## src/rtl/gf1291_pkg.sv

```systemverilog
// Shared constants and types for GF(1291) arithmetic:
// the modulus, the Barrett parameters and the residue/product widths.
package gf1291_pkg;

    localparam int unsigned Q     = 1291;
    localparam int unsigned MU    = 3248;
    localparam int unsigned RW    = 11;
    localparam int unsigned PW    = 21;
    localparam int unsigned SHIFT = 11;

    typedef logic [RW-1:0] residue_t;
    typedef logic [PW-1:0] prod_t;

endpackage : gf1291_pkg

```

## src/rtl/mod1291_reduce_full.sv

```systemverilog
// Combinational Barrett reduction of a 21-bit product mod 1291.
// The estimated quotient can fall short by up to 3, so three conditional subtractions follow.
module mod1291_reduce_full
    import gf1291_pkg::*;
(
    input  prod_t    x_i,
    output residue_t r_o
);

    localparam int unsigned HW = PW - SHIFT;
    localparam int unsigned XW = PW + 3;

    logic [HW-1:0] hi_c;
    logic [RW-1:0] t_c;
    logic [XW-1:0] r0_c;
    logic [XW-1:0] r1_c;
    logic [XW-1:0] r2_c;

    assign hi_c = x_i[PW-1:SHIFT];
    assign t_c  = RW'((XW'(hi_c) * XW'(MU)) >> SHIFT);

    // Raw remainder lies in [0, 4*Q-1]; never negative because t underestimates.
    assign r0_c = XW'(x_i) - (XW'(t_c) * XW'(Q));
    assign r1_c = (r0_c >= XW'(Q)) ? r0_c - XW'(Q) : r0_c;
    assign r2_c = (r1_c >= XW'(Q)) ? r1_c - XW'(Q) : r1_c;
    assign r_o  = (r2_c >= XW'(Q)) ? residue_t'(r2_c - XW'(Q)) : residue_t'(r2_c);

endmodule : mod1291_reduce_full

```

## src/rtl/mulmod_mac_1291.sv

```systemverilog
// Streaming multiply-accumulate mod 1291: S1 multiply/range-check, S2 reduce, S3 accumulate/emit.
// The pipeline freezes as a whole whenever a held result is not being taken.
module mulmod_mac_1291
    import gf1291_pkg::*;
(
    input  logic          clk,
    input  logic          rst,
    input  logic          in_valid,
    output logic          in_ready,
    input  logic [RW-1:0] in_a,
    input  logic [RW-1:0] in_b,
    input  logic          in_last,
    output logic          out_valid,
    input  logic          out_ready,
    output logic [RW-1:0] out_data,
    output logic          out_err
);

    localparam int unsigned SW = RW + 1;

    logic     advance_c;

    logic     v1_q, v1_d;
    logic     e1_q, e1_d;
    logic     l1_q, l1_d;
    prod_t    p1_q, p1_d;

    logic     v2_q, v2_d;
    logic     e2_q, e2_d;
    logic     l2_q, l2_d;
    residue_t r2_q, r2_d;
    residue_t red_c;

    residue_t acc_q, acc_d;
    logic     err_acc_q, err_acc_d;
    logic     out_valid_q, out_valid_d;
    residue_t out_data_q, out_data_d;
    logic     out_err_q, out_err_d;

    logic [SW-1:0] sum_c;
    residue_t      s_c;
    logic          verr_c;

    assign advance_c = !out_valid_q || out_ready;
    assign in_ready  = advance_c && !rst;

    // S1: capture operands, flag out-of-range beats and zero their product.
    always_comb begin
        v1_d = v1_q;
        e1_d = e1_q;
        l1_d = l1_q;
        p1_d = p1_q;
        if (advance_c) begin
            v1_d = in_valid && in_ready;
            e1_d = (in_a >= RW'(Q)) || (in_b >= RW'(Q));
            l1_d = in_last;
            p1_d = e1_d ? '0 : prod_t'(prod_t'(in_a) * prod_t'(in_b));
        end
    end

    mod1291_reduce_full u_reduce (
        .x_i (p1_q),
        .r_o (red_c)
    );

    // S2: register the reduced product alongside its control bits.
    always_comb begin
        v2_d = v2_q;
        e2_d = e2_q;
        l2_d = l2_q;
        r2_d = r2_q;
        if (advance_c) begin
            v2_d = v1_q;
            e2_d = e1_q;
            l2_d = l1_q;
            r2_d = red_c;
        end
    end

    assign sum_c  = SW'(acc_q) + SW'(r2_q);
    assign s_c    = (sum_c >= SW'(Q)) ? residue_t'(sum_c - SW'(Q)) : residue_t'(sum_c);
    assign verr_c = err_acc_q || e2_q;

    // S3: accumulate, or on the last beat emit the sum and restart from zero.
    always_comb begin
        acc_d       = acc_q;
        err_acc_d   = err_acc_q;
        out_valid_d = out_valid_q;
        out_data_d  = out_data_q;
        out_err_d   = out_err_q;
        if (advance_c) begin
            out_valid_d = v2_q && l2_q;
            if (v2_q) begin
                if (l2_q) begin
                    out_data_d = s_c;
                    out_err_d  = verr_c;
                    acc_d      = '0;
                    err_acc_d  = 1'b0;
                end else begin
                    acc_d     = s_c;
                    err_acc_d = verr_c;
                end
            end
        end
    end

    always_ff @(posedge clk) begin
        if (rst) begin
            v1_q        <= 1'b0;
            e1_q        <= 1'b0;
            l1_q        <= 1'b0;
            p1_q        <= '0;
            v2_q        <= 1'b0;
            e2_q        <= 1'b0;
            l2_q        <= 1'b0;
            r2_q        <= '0;
            acc_q       <= '0;
            err_acc_q   <= 1'b0;
            out_valid_q <= 1'b0;
            out_data_q  <= '0;
            out_err_q   <= 1'b0;
        end else begin
            v1_q        <= v1_d;
            e1_q        <= e1_d;
            l1_q        <= l1_d;
            p1_q        <= p1_d;
            v2_q        <= v2_d;
            e2_q        <= e2_d;
            l2_q        <= l2_d;
            r2_q        <= r2_d;
            acc_q       <= acc_d;
            err_acc_q   <= err_acc_d;
            out_valid_q <= out_valid_d;
            out_data_q  <= out_data_d;
            out_err_q   <= out_err_d;
        end
    end

    assign out_valid = out_valid_q;
    assign out_data  = out_data_q;
    assign out_err   = out_err_q;

endmodule : mulmod_mac_1291

```

## config.mk

```make
export PLATFORM = sky130hd
export DESIGN_NAME = mulmod_mac_1291
export DESIGN_NICKNAME = d
export VERILOG_FILES = /design/src/rtl/gf1291_pkg.sv /design/src/rtl/mod1291_reduce_full.sv /design/src/rtl/mulmod_mac_1291.sv
export SDC_FILE = /design/constraint.sdc
export NUM_CORES = 1
export LEC_CHECK = 0
export CORE_MARGIN = 2
export CORE_UTILIZATION = 30
export CTS_BUF_LIST = sky130_fd_sc_hd__clkbuf_4 sky130_fd_sc_hd__clkbuf_8
export DETAILED_ROUTE_END_ITERATION = 10
export GPL_ROUTABILITY_DRIVEN = 0
export PLACE_DENSITY_LB_ADDON = 0.3
export SLEW_MARGIN = 20
export SYNTH_ARGS = -nofsm -noshare
export SYNTH_HDL_FRONTEND = slang
export SYNTH_SLANG_ARGS = --single-unit
```

## constraint.sdc

```tcl
create_clock -name clk -period 27.6 [get_ports clk]
set_input_delay 5.52 -clock clk [delete_from_list [all_inputs] [get_ports clk]]
set_output_delay 5.52 -clock clk [all_outputs]
set_load 0.03 [all_outputs]
```

==> run metrics, run 1 <==
status completed; Syn-to-layout area delta 8.85%; post-route clock period utilization 0.503; Reg clk slew, reported paths 0.07 ns; number of buffers and inverters on the critical path 7; crit path time final 13.87 ns; DR vias 11100; hold crit path type reg2reg; clk sinks 63; share of cells above drive strength 1 0.0409; Core ar. 43900 µm²; largest net degree at the start of global routing 34; drt total wl 31.8 mm; register area share after synthesis 0.0950; Max Slew Vio Count 0; DR pass1 iterations 6; final worst setup slack 13.73 ns; Final Skew 0.0155 ns; clk_lat worst skew 0.36 ns; CTS Buffer Depth 2; Starting DRT DRC Count 629; # rows 77; dpl hpwl 26.5 mm; post-synthesis cell area 13300 µm²; TritonCTS clock tree done; CTS buffer count 9; Worst EP arrival 14.14 ns; Largest delay share family, worst path compound AO/OA/AOI/OAI gates; Crit. End Element register; critical path class reg2reg; initial antenna violation count 0; vias in the first global route 11100; CTS resizes 0; first-pass GRT wire length 54.2 mm; post-synth cell types 96; # placed instances 2188; RSZ-0062 raised after global routing no; count of flip-flops with a built-in enable after synthesis 0; grt ovf 0; Top cell by count, worst path ha_1; CP Max Fanout 13; max_cap viols 0; H-tree levels 3; DRC viols 0; Post-synth top flop dfxtp_1; Die Span X 214 µm; Final Hold Vio Count 0; vias per cell 5.04; Die ar. 46000 µm²; GRT Util Overall 0.140; YS warnings 0; ANT nets after route 0; Root Buffer clkbuf_8; # diodes 0; number of setup buffers added after CTS 0; CP Launch Type register; pre-CTS WS 13.88 ns; CP peak stage delay 0.74 ns; Post-CTS Hold Fix Bufs 0; dominant cell type by area after synthesis ha_1; top cells by area, synth ha_1 (19%), fa_1 (19%), dfxtp_1 (9.5%); per-cell routed wire length 14.4 µm; syn_nets 1967; Layout Nets 1966; Data required, critical path 27.87 ns; Final Util 0.329; Syn Area/Cell 8.26 µm²; top-area cell type share of the netlist area 0.194; die height 214 µm; setup violators final 0; post-synthesis cell count 1608; Finished Layout Cells 2204; Least-Margin Pin Slew 1.10 ns; fmax 0.0721 GHz; io pins 41; max_slew headroom 0.261; CP max stage cell nor2_1; #FFs+latches synth 63; IO Port Bufs 40; Starting Density 0.302; Synth async-reset ratio 0; fillcell total 4654; setup_tns 0 ns
-- sequential cells by signal, indices dropped and copies added, names as in the netlist, 11 cells and up --
name      flops
acc_q        11
out_data     11
p1_q         21
r2_q         11
-- stage by stage --
| step | area (µm²) | hold WS (ns) |
|---|---|---|
| after floorplan | 13300 | 0.432 |
| after global placement | 14200 | 0.444 |
| after CTS | 14400 | 0.463 |
| after detailed placement | 14200 | 0.452 |
| after global routing | 14500 | 0.492 |
| final | 14500 | 0.461 |
-- synthesized netlist by cell type, drive strengths merged (12+ instances only) --
cell type	number
a21o	21
a21oi	96
a22o	31
a22oi	12
and2	61
and3	14
clkbuf	48
dfxtp	63
fa	126
ha	206
inv	262
nand2	144
nand3	18
nor2	84
nor3	26
o211ai	15
o21ai	56
o21bai	22
xnor2	74
xor2	26
-- cell families (layout without fill, tap and decap cells) --
group | Yosys count | after routing | share of synthesized area
buf+inv | 321 | 325 | 0.0940
simple gates | 414 | 414 | 0.154
flops | 63 | 63 | 0.0950
mux | 4 | 4 | 0.00302
xor+xnor | 100 | 100 | 0.0660
compound gates | 374 | 374 | 0.204
fa+ha+maj | 332 | 332 | 0.384
-- final cells by class --
cell class,count,area (µm²),share of cell area
multi-input combinational,1224,10800,0.746
sequential,63,1260,0.0873
inverter,262,983,0.0680
tap,592,741,0.0512
timing repair buffer,47,453,0.0313
clock buffer,12,159,0.0110
clock inverter,4,76.3,0.00528
-- path summary, 6_finish.rpt --
check	to	slack [ns]	cells past startpoint	start
worst max register to register	r2_q[2]	13.73	57	p1_q[15]
worst min-delay path	l2_q	0.46	2	l1_q
worst max-delay path	r2_q[2]	13.73	57	p1_q[15]
worst min register to register	l2_q	0.46	2	l1_q
-- layout by cell type (no fill, tap or decap), types with 9 or more instances in the layout --
cell,n
a22o_1,31
nor3_1,26
a21o_1,21
and2_1,60
o21ai_0,44
ha_1,206
nand2b_1,9
dfxtp_1,63
a21oi_1,95
o21bai_1,22
xor2_1,26
nor2_1,82
clkbuf_8,11
o21ai_1,11
inv_1,262
o211ai_1,15
xnor2_1,74
a22oi_1,12
fa_1,126
nand2_1,144
nand3_1,18
and3_1,14
a211oi_1,9
clkdlybuf4s50_1,40
-- worst register-to-register path, delay by kind of cell, from the launching register on --
| family | cells | cell delay (ns) |
|---|---|---|
| AO/OA/AOI/OAI | 23 | 5.22 |
| adder cells (fa/ha/maj) | 11 | 3.92 |
| AND/OR/NAND/NOR | 14 | 3.18 |
| XOR/XNOR | 2 | 0.55 |
| buffers and inverters | 7 | 0.48 |
| flip-flops | 1 | 0.43 |
-- layer usage --
metal,part of all wire,global-route usage,vias up
met2,0.49,0.245,203
met5,0,0,-
met3,0.035,0.0155,25
met1,0.46,0.186,5425
met4,0.013,0.0289,0
li1,-,-,5457
Power of run 1 is left out: the tool's default activity adds up to more than one toggle a clock period on the data nets, which glitch-free logic cannot reach.
==> run 2, diff against run 1 <==
- clock period: 27.6 -> 12.5 ns (I/O delays scaled with it)
==> run 2 against run 1 <==
Net effect: die area is the same; clock skew decreased by 0.0013 ns; maximum frequency grew 16%; global-route usage increased by 0.13 points; sequential share of layout area fell by 0.29 points; via count up 1.3%; final cell count rose by 1.9%.
==> run metrics, run 2 (same netlist as run 1, synthesis figures left out) <==
Core ar. 43900 µm² (unchanged); Reg clk slew, reported paths 0.08 ns (about the same); DR pass1 iterations 5 (-1); dpl cell area 14400 µm² (+1.5%); most common cell after layout, fill and taps aside inv_1; vias in the first global route 11400 (+1.9%); first-pass GRT wire length 55.0 mm (+1.4%); clk sinks 63 (unchanged); max_cap viols 0 (unchanged); CP Launch Type register; final worst setup slack 0.562 ns (-13.17 ns); Least-Margin Pin Slew 0.818 ns (-0.282 ns); dpl hpwl 26.8 mm (+1.1%); io pins 41 (unchanged); Top cell by count, worst path ha_1; Die ar. 46000 µm² (unchanged); Starting DRT DRC Count 585 (-7.0%); die height 214 µm (unchanged); # diodes 0 (unchanged); Largest delay share family, worst path adder cells; IO Port Bufs 40 (unchanged); GRT Util Overall 0.141 (+0.00131); max reg flops 21 (unchanged); crit path time final 11.94 ns (-1.93 ns); commonest non-fill, non-tap cells in the layout inv_1 (260), ha_1 (200), nand2_1 (143), fa_1 (126), a21oi_1 (89); CP peak stage delay 0.53 ns (-0.21 ns); TritonCTS clock tree done; drt total wl 32.2 mm (+1.4%); grt ovf 0 (unchanged); initial antenna violation count 0 (unchanged); # rows 77 (unchanged); status completed; vias per cell 5.01 (-0.62%); Die Span X 214 µm (unchanged); setup violators final 0 (unchanged); Final Hold Vio Count 0 (unchanged); critical path class reg2reg; Data required, critical path 12.76 ns (-15.11 ns); ANT nets after route 0 (unchanged); per-cell routed wire length 14.3 µm (-0.52%); fillcell total 4693 (+0.84%); CP Max Fanout 8 (-5); CTS Buffer Depth 2 (unchanged); clk_lat worst skew 0.36 ns (about the same); Syn-to-layout area delta 12.8%; fmax 0.0838 GHz (+16%); CP max stage cell fa_1; largest net degree at the start of global routing 34 (unchanged); Largest Register p1_q; H-tree levels 3 (unchanged); post-route clock period utilization 0.955 (+0.452); DR vias 11300 (+1.3%); Worst EP arrival 12.20 ns (-1.94 ns); Starting Density 0.302 (unchanged); Final Skew 0.0141 ns (-0.00134 ns); Post-Layout Inst Area 15000 µm² (+3.6%); Max Slew Vio Count 0 (unchanged); setup_tns 0 ns (unchanged); Layout Nets 2008 (+2.1%); pre-CTS WS -0.329 ns (-14.21 ns); share of cells above drive strength 1 0.0901 (+0.0491); Crit. End Element register; CTS buffer count 9 (unchanged); Root Buffer clkbuf_8; number of buffers and inverters on the critical path 6 (-1); hold crit path type reg2reg; Final Util 0.341 (+0.0118); max_slew headroom 0.454 (+0.192); DRC viols 0 (unchanged)
run 2: final timing paths:
| kind | slack (ns) | cells after the start | endpoint | startpoint |
|---|---|---|---|---|
| hold reg to reg | 0.46 | 2 | out_err | out_err |
| setup reg to reg | 0.56 | 51 | r2_q[10] | p1_q[13] |
| setup / recovery | 0.56 | 51 | r2_q[10] | p1_q[13] |
| hold / removal | 0.46 | 2 | out_err | out_err |
run 2: cell type report:
class,instances,area [µm²],area share
multi-input cells,1224,11000,0.732
clock buffers,9,124,0.00827
repair buffers,89,768,0.0513
inverters,262,983,0.0657
clock inverters,7,128,0.00852
flip-flops and latches,63,1260,0.0844
well taps,592,741,0.0495
run 2: repair_timing:
item	in CTS	in global routing
gates resized for setup	11	42
endpoints found under the hold margin	0	0
buffers inserted	2	11
endpoints found under the setup margin	10	11
pin swaps	2	15
hold buffers	0	0
run 2: metal layers:
metal,share of wire,wire length (µm),global-route usage,vias up
met3,0.034,1100,0.0165,34
met1,0.46,15000,0.190,5465
met4,0.015,482,0.0319,0
met5,0,0,0,-
met2,0.49,15700,0.243,209
li1,-,-,-,5543
run 2: per-stage QoR:
stage	hold WS, ns	instances
6_report	0.461	2246
5_1_grt	0.477	2246
4_1_cts	0.464	2235
3_5_place_dp	0.451	2217
3_3_place_gp	0.442	2217
2_1_floorplan	0.432	1608
run 2: tightest hold or removal path: stages (launching register included):
cell	delay, ns
dfxtp_1	0.33
nand2_1	0.04
o21ai_0	0.06
Power of run 2 is left out for the same reason.
